`src/rtl/sdrc_req_arbiter.sv`:
```
// Round-robin arbiter sharing the SDRAM controller request port between NREQ
// requesters; steers write beats and routes read beats via an in-order FIFO.
module sdrc_req_arbiter #(
    parameter int NREQ     = 4,
    parameter int AW       = 26,
    parameter int DW       = 32,
    parameter int BL       = 5,
    parameter int RD_DEPTH = 4
) (
    input  logic                      wb_clk_i,
    input  logic                      wb_rst_i,
    input  logic [NREQ-1:0]           req_i,
    input  logic [NREQ*AW-1:0]        req_addr_i,
    input  logic [NREQ*BL-1:0]        req_len_i,
    input  logic [NREQ-1:0]           req_wr_n_i,
    output logic [NREQ-1:0]           req_ack_o,
    input  logic [NREQ*DW-1:0]        wr_data_i,
    output logic [NREQ-1:0]           wr_next_o,
    output logic [NREQ-1:0]           rd_valid_o,
    output logic [DW-1:0]             rd_data_o,
    output logic                      app_req_o,
    output logic [AW-1:0]             app_req_addr_o,
    output logic [BL-1:0]             app_req_len_o,
    output logic                      app_req_wr_n_o,
    input  logic                      app_req_ack_i,
    output logic [DW-1:0]             app_wr_data_o,
    input  logic                      app_wr_next_req_i,
    input  logic                      app_rd_valid_i,
    input  logic [DW-1:0]             app_rd_data_i,
    output logic [$clog2(RD_DEPTH):0] rd_outstanding_o,
    output logic                      err_o
);

    localparam int IW = (NREQ > 1) ? $clog2(NREQ) : 1;
    localparam int PW = (RD_DEPTH > 1) ? $clog2(RD_DEPTH) : 1;
    localparam int CW = $clog2(RD_DEPTH) + 1;

    typedef enum logic [1:0] {IDLE, REQ, WDATA} state_t;

    state_t          r_state;
    logic [IW-1:0]   r_gnt;
    logic [IW-1:0]   r_rr;
    logic            r_app_req;
    logic [AW-1:0]   r_addr;
    logic [BL-1:0]   r_len;
    logic            r_wr_n;
    logic [BL-1:0]   r_wbeat;

    logic [IW-1:0]   r_fifo_id  [RD_DEPTH];
    logic [BL-1:0]   r_fifo_len [RD_DEPTH];
    logic [PW-1:0]   r_wptr;
    logic [PW-1:0]   r_rptr;
    logic [CW-1:0]   r_cnt;
    logic [BL-1:0]   r_rbeat;
    logic            r_err;

    logic            w_full;
    logic            w_empty;
    logic [NREQ-1:0] w_elig;
    logic            w_any;
    logic [IW-1:0]   w_win;
    logic [IW-1:0]   w_idx;
    logic [AW-1:0]   w_sel_addr;
    logic [BL-1:0]   w_sel_len;
    logic            w_sel_wr_n;
    logic [IW-1:0]   w_head_id;
    logic [BL-1:0]   w_head_len;
    logic            w_rd_beat;
    logic            w_push;
    logic            w_pop;

    assign w_full     = (r_cnt == CW'(RD_DEPTH));
    assign w_empty    = (r_cnt == '0);
    assign w_elig     = req_i & ~(req_wr_n_i & {NREQ{w_full}});
    assign w_head_id  = r_fifo_id[r_rptr];
    assign w_head_len = r_fifo_len[r_rptr];
    assign w_rd_beat  = app_rd_valid_i & ~w_empty;
    assign w_push     = (r_state == REQ) & app_req_ack_i & r_wr_n;
    assign w_pop      = w_rd_beat & (r_rbeat == w_head_len - BL'(1));

    // First eligible requester strictly after the round-robin pointer, wrapping.
    always_comb begin
        w_any = 1'b0;
        w_win = '0;
        w_idx = '0;
        for (int unsigned i = 1; i <= NREQ; i++) begin
            w_idx = IW'((32'(r_rr) + i) % NREQ);
            if (!w_any && w_elig[w_idx]) begin
                w_any = 1'b1;
                w_win = w_idx;
            end
        end
    end

    always_comb begin
        w_sel_addr = '0;
        w_sel_len  = '0;
        w_sel_wr_n = 1'b1;
        for (int unsigned k = 0; k < NREQ; k++) begin
            if (w_win == IW'(k)) begin
                w_sel_addr = req_addr_i[k*AW +: AW];
                w_sel_len  = req_len_i[k*BL +: BL];
                w_sel_wr_n = req_wr_n_i[k];
            end
        end
        if (w_sel_len == '0) begin
            w_sel_len = BL'(1);
        end
    end

    always_comb begin
        req_ack_o     = '0;
        wr_next_o     = '0;
        rd_valid_o    = '0;
        app_wr_data_o = '0;
        for (int unsigned k = 0; k < NREQ; k++) begin
            if (r_gnt == IW'(k)) begin
                req_ack_o[k]  = (r_state == REQ) & app_req_ack_i;
                wr_next_o[k]  = (r_state == WDATA) & app_wr_next_req_i;
                app_wr_data_o = wr_data_i[k*DW +: DW];
            end
            if (w_head_id == IW'(k)) begin
                rd_valid_o[k] = w_rd_beat;
            end
        end
    end

    always_ff @(posedge wb_clk_i or posedge wb_rst_i) begin
        if (wb_rst_i) begin
            r_state   <= IDLE;
            r_gnt     <= '0;
            r_rr      <= IW'(NREQ - 1);
            r_app_req <= 1'b0;
            r_addr    <= '0;
            r_len     <= '0;
            r_wr_n    <= 1'b1;
            r_wbeat   <= '0;
        end else begin
            case (r_state)
                IDLE: begin
                    if (w_any) begin
                        r_gnt     <= w_win;
                        r_addr    <= w_sel_addr;
                        r_len     <= w_sel_len;
                        r_wr_n    <= w_sel_wr_n;
                        r_app_req <= 1'b1;
                        r_state   <= REQ;
                    end
                end
                REQ: begin
                    if (app_req_ack_i) begin
                        r_rr      <= r_gnt;
                        r_app_req <= 1'b0;
                        r_wbeat   <= '0;
                        r_state   <= r_wr_n ? IDLE : WDATA;
                    end
                end
                WDATA: begin
                    if (app_wr_next_req_i) begin
                        r_wbeat <= r_wbeat + BL'(1);
                        if (r_wbeat == r_len - BL'(1)) begin
                            r_state <= IDLE;
                        end
                    end
                end
                default: r_state <= IDLE;
            endcase
        end
    end

    always_ff @(posedge wb_clk_i) begin
        if (w_push) begin
            r_fifo_id[r_wptr]  <= r_gnt;
            r_fifo_len[r_wptr] <= r_len;
        end
    end

    always_ff @(posedge wb_clk_i or posedge wb_rst_i) begin
        if (wb_rst_i) begin
            r_wptr  <= '0;
            r_rptr  <= '0;
            r_cnt   <= '0;
            r_rbeat <= '0;
            r_err   <= 1'b0;
        end else begin
            if (w_push) begin
                r_wptr <= (r_wptr == PW'(RD_DEPTH - 1)) ? '0 : r_wptr + PW'(1);
            end
            if (w_pop) begin
                r_rptr <= (r_rptr == PW'(RD_DEPTH - 1)) ? '0 : r_rptr + PW'(1);
            end
            case ({w_push, w_pop})
                2'b10:   r_cnt <= r_cnt + CW'(1);
                2'b01:   r_cnt <= r_cnt - CW'(1);
                default: r_cnt <= r_cnt;
            endcase
            if (w_rd_beat) begin
                r_rbeat <= w_pop ? '0 : r_rbeat + BL'(1);
            end
            // A beat with nothing outstanding is dropped and flagged until reset.
            if (app_rd_valid_i && w_empty) begin
                r_err <= 1'b1;
            end
        end
    end

    assign app_req_o        = r_app_req;
    assign app_req_addr_o   = r_addr;
    assign app_req_len_o    = r_len;
    assign app_req_wr_n_o   = r_wr_n;
    assign rd_data_o        = app_rd_data_i;
    assign rd_outstanding_o = r_cnt;
    assign err_o            = r_err;

endmodule

```
`config.mk`:
```
export PLATFORM = sky130hd
export DESIGN_NAME = sdrc_req_arbiter
export DESIGN_NICKNAME = d
export VERILOG_FILES = /design/src/rtl/sdrc_req_arbiter.sv
export SDC_FILE = /design/constraint.sdc
export NUM_CORES = 1
export LEC_CHECK = 0
export CAP_MARGIN = 30
export CORE_ASPECT_RATIO = 0.5
export CORE_MARGIN = 8
export CORE_UTILIZATION = 36
export DETAILED_ROUTE_END_ITERATION = 8
export PLACE_DENSITY = 0.82
export SLEW_MARGIN = 20
export SYNTH_ARGS = -nofsm -noshare
export SYNTH_HDL_FRONTEND = slang
export SYNTH_SLANG_ARGS = --single-unit
export TNS_END_PERCENT = 50
```
`constraint.sdc`:
```
create_clock -name wb_clk_i -period 4.2 [get_ports wb_clk_i]
set_input_delay 0.84 -clock wb_clk_i [delete_from_list [all_inputs] [get_ports wb_clk_i]]
set_output_delay 0.84 -clock wb_clk_i [all_outputs]
set_load 0.05 [all_outputs]
```
==> results of run 1 <==
[cell families (layout without fill, tap and decap cells)]
group,Yosys count,count (layout),synth area share
fa+ha+maj,11,11,0.0247
mux,86,86,0.233
xor+xnor,20,20,0.0299
flops,85,85,0.387
compound gates,114,114,0.146
buf+inv,83,388,0.0798
simple gates,110,110,0.0992
[how the worst min path moves through the flow]
stage / start / cells past startpoint / slack (ns) / endpoint
4_1_cts: err_o$_DFFE_PP0P_ / 1 / 0.47 / err_o$_DFFE_PP0P_
3_5_place_dp: err_o$_DFFE_PP0P_ / 1 / 0.45 / err_o$_DFFE_PP0P_
5_1_grt: app_req_addr_o[3]$_DFFE_PP0P_ / 1 / 0.49 / app_req_addr_o[3]$_DFFE_PP0P_
6_report: err_o$_DFFE_PP0P_ / 1 / 0.46 / err_o$_DFFE_PP0P_
3_3_place_gp: err_o$_DFFE_PP0P_ / 1 / 0.45 / err_o$_DFFE_PP0P_
2_1_floorplan: r_gnt[0]$_DFFE_PP0P_ / 0 / 0.51 / r_fifo_id[0][0]$_DFFE_PP_
[through the flow]
step / utilization / cells
floorplan: - / 509
global placement: 0.578 / 1024
detailed placement: 0.579 / 1025
CTS: 0.596 / 1041
global route: 0.596 / 1041
finish: 0.596 / 1041
[power by group through the flow]
stage          Sequential (mW)  Combinational [mW]  Clock [mW]
2_1_floorplan             2.00                2.67           0
3_3_place_gp              1.55                4.46           0
3_5_place_dp              1.57                4.54           0
4_1_cts                   1.56                4.57       0.746
5_1_grt                   1.61                4.80       0.784
6_report                  1.55                4.53       0.727
[synth_stat cells (6+ instances only)]
cell type  count  area, um^2
buf_2          7        35.0
nand2_1       23        86.3
nand3_1        6        30.0
xor2_1        15         131
mux4_2        39         878
dfrtp_1       54        1350
buf_4         35         263
a211oi_1      53         398
nor2_1        21        78.8
ha_1          10         125
mux2i_1       38         380
clkbuf_1      17        63.8
o21ai_0        8        40.0
edfxtp_1      28         841
a21o_1        30         225
nor3_1         9        45.0
and2_1        27         169
inv_1         17        63.8
nand4_1        6        37.5
mux2_2         7        78.8
[worst max-delay path: stages, from the launching register on]
cell,delay (ns)
dfrtp_1,0.68
mux4_2,0.62
inv_1,0.09
ha_1,0.18
inv_1,0.07
or3_1,0.38
a211o_1,0.31
a21oi_4,0.26
ha_1,0.24
inv_1,0.06
fa_1,0.37
xor2_1,0.15
nor2_1,0.11
xor2_1,0.16
[per-layer routing]
layer / wire length, um / up-vias
met5: 29 / -
met1: 8940 / 2648
li1: - / 2498
met3: 1540 / 43
met4: 463 / 4
met2: 12100 / 170
[flip-flops by register name, indices dropped and copies added, names as in the netlist]
register          flops
app_req_addr_o       26
r_gnt                 2
err_o                 1
r_state               2
r_rbeat               5
r_rptr                2
r_fifo_len           20
r_fifo_id             8
r_wbeat               5
app_req_wr_n_o        1
r_rr                  2
app_req_o             1
r_wptr                2
app_req_len_o         5
rd_outstanding_o      3
[area by class of cell]
type                    instances  share of cell area
clock buffers                   9              0.0234
clock inverters                 7             0.00507
inverters                      17             0.00663
multi-input cells             341               0.326
flip-flops and latches         85               0.236
well taps                     227              0.0295
repair buffers                355               0.373
==> out/results.ini, run 1 <==
[run_status]
status=complete, no violations

[timing]
slew_violations=0
relSlewSlack=0.561
layout_min_cycle_time_ns=3.77
setup_tns_ns=0
setup_slack_ns=0.427
rsz0062_at_grt=false
tightest_slew_ns=0.658
setup_viol=0
fmax_mhz=265
hold_violations=0
timing.hold.ws_ns=0.459
skew_ns=0.00836
fin_crit_sh=0.898

[critical_path]
cp.arrival_ns=4.03
critPathLaunchType=flip-flop
worst-endpoint-required_ns=4.45
crit_type=flip-flop to flip-flop
crit_path_start=r_rptr[0]$_DFFE_PP0N_
r2r_setup_slack_ns=0.43
r2r-end=rd_outstanding_o[2]$_DFFE_PP0P_
ff2ff_path_depth=13
critPathCapture=rd_outstanding_o[2]$_DFFE_PP0P_
critPathMaxFanout=10
cp-end-kind=flip-flop
reg2reg_from=r_rptr[0]$_DFFE_PP0N_

[power_and_ir_drop]
p_seq_frac=0.228
p_leak_nw=3.82
combPwrFrac=0.665
switching_share=0.490
power_mw=6.81
p_sw_mw=3.34
p_int_mw=3.47
power_frac_clock=0.107
irDropWorstVdd_mv=0.344
p_per_area_nw_per_um2=707

[detailed_routing]
viasPerCell=5.15
drtIter0Drc=364
dr.pass1.iters=4
drc=0
routed-via-count=5363
ant_nets=0
avgRoutedWirePerCell_um=22.1
totalWireLength_um=23000

[placement]
routabilityCongestion=0.920
place_ws_ns=0.414
portBuffers=345
dp_hpwl_um=18900
place_area_um2=9350

[synthesis]
synthArstFlopShare=0.671
ys_ff_latch=85
yosys_warnings=0
synth_cell_types=53
synth_nets=817
synth-edff-count=28
synth_cells=509
yosysSeqAreaShare=0.387
synth_area_um2=5870
synth_ff_type=dfrtp_1
syn_area_per_cell_um2=11.5

[global_routing]
grt_use_met2=0.377
grt_pass1_vias=5896
grt_pass1_wl_um=34200
grt_use_met1=0.244
grt_usage=0.211
met3_usage=0.0659
antenna_found_initial=2
grt_most_used_layer=met2
grt_start_max_net_pins=66
grt-ovfl-total=0

[cts]
cts.sinks=85
clockBufferDepth=2
cts_resized=0
cts_tree=done
cts_root_buf=clkbuf_16
holdBufCountCts=0
insertion_delay_ns=0.34
ctsHtreeMaxLevel=3
numCtsBuffers=9
cts_setup_buffers=0
cts.clk_slew.worst_paths_ns=0.06

[floorplan]
boundaryPins=410
die-height_um=106
die_area_um2=20900
core-area_um2=16100
die_x_um=197
rows=33
initial_core_util=0.363

[finish]
diodes=0
ff_latch_area_um2=2270
multiInputGateArea_um2=3140
final_common_cell=clkdlybuf4s50_1
final_area_um2=9620
area_growth_pct=64.1
fill_cells=1327
final_cell_mix=clkdlybuf4s50_1 (345), a211oi_1 (53), dfrtp_1 (53)
drive_gt1_frac=0.102
nets=1117

[min_path]
hold_path_class=flip-flop to flip-flop

[flow_run]
drv_cap=0

Power figures use the tool's default switching activity.
==> inputs of run 2 (changes only) <==
--- a/config.mk
+++ b/config.mk
@@ -6,11 +6,9 @@
 export NUM_CORES = 1
 export LEC_CHECK = 0
 export CAP_MARGIN = 30
-export CORE_ASPECT_RATIO = 0.5
-export CORE_MARGIN = 8
-export CORE_UTILIZATION = 36
+export CORE_AREA = 2 2 160 162
 export DETAILED_ROUTE_END_ITERATION = 8
-export PLACE_DENSITY = 0.82
+export DIE_AREA = 0 0 162 164
 export SLEW_MARGIN = 20
 export SYNTH_ARGS = -nofsm -noshare
 export SYNTH_HDL_FRONTEND = slang
==> out/results.ini, run 2 (synthesized netlist as in run 1, its figures left out) <==
[run_status]
status=complete, no violations  ; unchanged

[placement]
dp_cells=1135  ; was 1,025
dp_hpwl_um=19100  ; was 18,900 um
routabilityCongestion=0.786  ; was 0.920
portBuffers=345  ; unchanged
place_ws_ns=0.642  ; was 0.414 ns

[critical_path]
crit_type=flip-flop to output port  ; was flip-flop to flip-flop
r2r_setup_slack_ns=0.84  ; was 0.43 ns
crit_slowest_cell=dfrtp_2  ; was dfrtp_1
crit_path_max_incr_delay_ns=0.82  ; was 0.68 ns
critPathTopFamily=buffers and inverters  ; was adder cells
critPathMaxFanout=24  ; was 10
cp.arrival_ns=2.75  ; was 4.03 ns
cp-end-kind=output port  ; was flip-flop
path_buf_inv=2  ; was 3
path_cells=buf_4, mux4_2, clkdlybuf4s50_1  ; was mux4_2, inv_1, ha_1, inv_1, or3_1, a211o_1, a21oi_4, ha_1, inv_1, fa_1, xor2_1, nor2_1, xor2_1
worst-endpoint-required_ns=3.36  ; was 4.45 ns
critPathLaunchType=flip-flop  ; unchanged

[timing]
setup_viol=0  ; unchanged
setup_slack_ns=0.610  ; was 0.427 ns
tightest_slew_ns=0.717  ; was 0.658 ns
rsz0062_at_grt=false  ; unchanged
fin_crit_sh=0.855  ; was 0.898
hold_violations=0  ; unchanged
skew_ns=0.00738  ; was 0.00836 ns
setup_tns_ns=0  ; unchanged
fmax_mhz=279  ; was 265 MHz
relSlewSlack=0.522  ; was 0.561
slew_violations=0  ; unchanged
layout_min_cycle_time_ns=3.59  ; was 3.77 ns

[global_routing]
grt_pass1_wl_um=33200  ; was 34,200 um
grt_start_max_net_pins=47  ; was 66
grt_pass1_vias=5376  ; was 5,896
grt-ovfl-total=0  ; unchanged
grt_usage=0.169  ; was 0.211
antenna_found_initial=1  ; was 2

[cts]
cts_setup_buffers=0  ; unchanged
cts_root_buf=clkbuf_16  ; unchanged
insertion_delay_ns=0.34  ; about the same
ctsHtreeMaxLevel=3  ; unchanged
cts.clk_slew.worst_paths_ns=0.06  ; about the same
numCtsBuffers=9  ; unchanged
holdBufCountCts=0  ; unchanged
cts_tree=done  ; unchanged
cts_resized=0  ; unchanged
clockBufferDepth=2  ; unchanged
cts.sinks=85  ; unchanged

[flow_run]
drv_cap=0  ; unchanged

[floorplan]
die_x_um=162  ; was 197 um
rows=58  ; was 33
initial_core_util=0.236  ; was 0.363
boundaryPins=410  ; unchanged
core-area_um2=24800  ; was 16,100 um^2
die_area_um2=26600  ; was 20,900 um^2
die-height_um=164  ; was 106 um

[power_and_ir_drop]
irDropWorstVdd_mv=0.296  ; was 0.344 mV
p_per_area_nw_per_um2=705  ; was 707 nW/um^2
p_leak_nw=3.86  ; was 3.82 nW

[finish]
area_growth_pct=67.7  ; was 64.1%
fin_util=0.396  ; was 0.596
final_cell_mix=clkdlybuf4s50_1 (345), a211oi_1 (53), dfrtp_1 (52)  ; was clkdlybuf4s50_1 (345), a211oi_1 (53), dfrtp_1 (53)
nets=1125  ; was 1,117
diodes=0  ; unchanged
drive_gt1_frac=0.111  ; was 0.102
largest_reg_flops=26  ; unchanged
final_cells=1152  ; was 1,041
final_common_cell=clkdlybuf4s50_1  ; unchanged

[detailed_routing]
drtIter0Drc=188  ; was 364
avgRoutedWirePerCell_um=19.8  ; was 22.1 um
viasPerCell=4.54  ; was 5.15
dr.pass1.iters=4  ; unchanged
drc=0  ; unchanged
routed-via-count=5231  ; was 5,363
ant_nets=0  ; unchanged
totalWireLength_um=22900  ; was 23,000 um

[min_path]
hold_path_class=flip-flop to flip-flop  ; unchanged

-- run 2: cell count changes in the layout (fill, tap and decap cells not counted), moves of 2 or more --
| cell | delta |
|---|---|
| clkinvlp_4 | +2 |
| buf_4 | +8 |
| clkbuf_1 | +2 |
| clkinv_4 | -2 |
| inv_6 | -2 |
-- run 2: layout make-up --
class                   instances  area (um^2)
multi-input cells             341         3140
inverters                      17         63.8
fillers                      2479        15000
flip-flops and latches         85         2270
clock inverters                 4         50.0
well taps                     330          413
repair buffers                363         3650
clock buffers                  12          246
-- run 2: path summary, 6_finish.rpt --
| kind | startpoint | to | cells after the start |
|---|---|---|---|
| worst min-delay path | err_o$_DFFE_PP0P_ | err_o$_DFFE_PP0P_ | 1 |
| worst max register to register | r_rptr[0]$_DFFE_PP0N_ | rd_outstanding_o[2]$_DFFE_PP0P_ | 13 |
| max in group asynchronous | wb_rst_i | app_req_addr_o[13]$_DFFE_PP0P_ | 4 |
| worst max-delay path | r_gnt[0]$_DFFE_PP0P_ | app_wr_data_o[30] | 3 |
| worst min register to register | err_o$_DFFE_PP0P_ | err_o$_DFFE_PP0P_ | 1 |
| min in group asynchronous | wb_rst_i | app_req_addr_o[3]$_DFFE_PP0P_ | 2 |
-- run 2: layer usage --
metal	share of wire	vias up	global-route usage
met5	0.00035	-	0
met4	0.014	2	0.0438
met3	0.069	30	0.0492
met1	0.44	2492	0.224
met2	0.48	199	0.272
li1	-	2508	-
-- run 2: report_power, final --
| part | internal (mW) | switching (mW) | total [mW] |
|---|---|---|---|
| combinational | 1.91 | 2.64 | 4.55 |
| clock | 0.477 | 0.333 | 0.810 |
| sequential | 1.19 | 0.380 | 1.57 |
| total | 3.58 | 3.35 | 6.93 |
-- run 2: metrics by stage --
stage,area [um^2],hold slack [ns],total power [mW]
2_1_floorplan,5870,0.508,4.68
3_3_place_gp,9520,0.440,6.17
3_5_place_dp,9520,0.456,6.21
4_1_cts,9820,0.469,7.05
5_1_grt,9840,0.491,7.38
6_report,9840,0.462,6.93
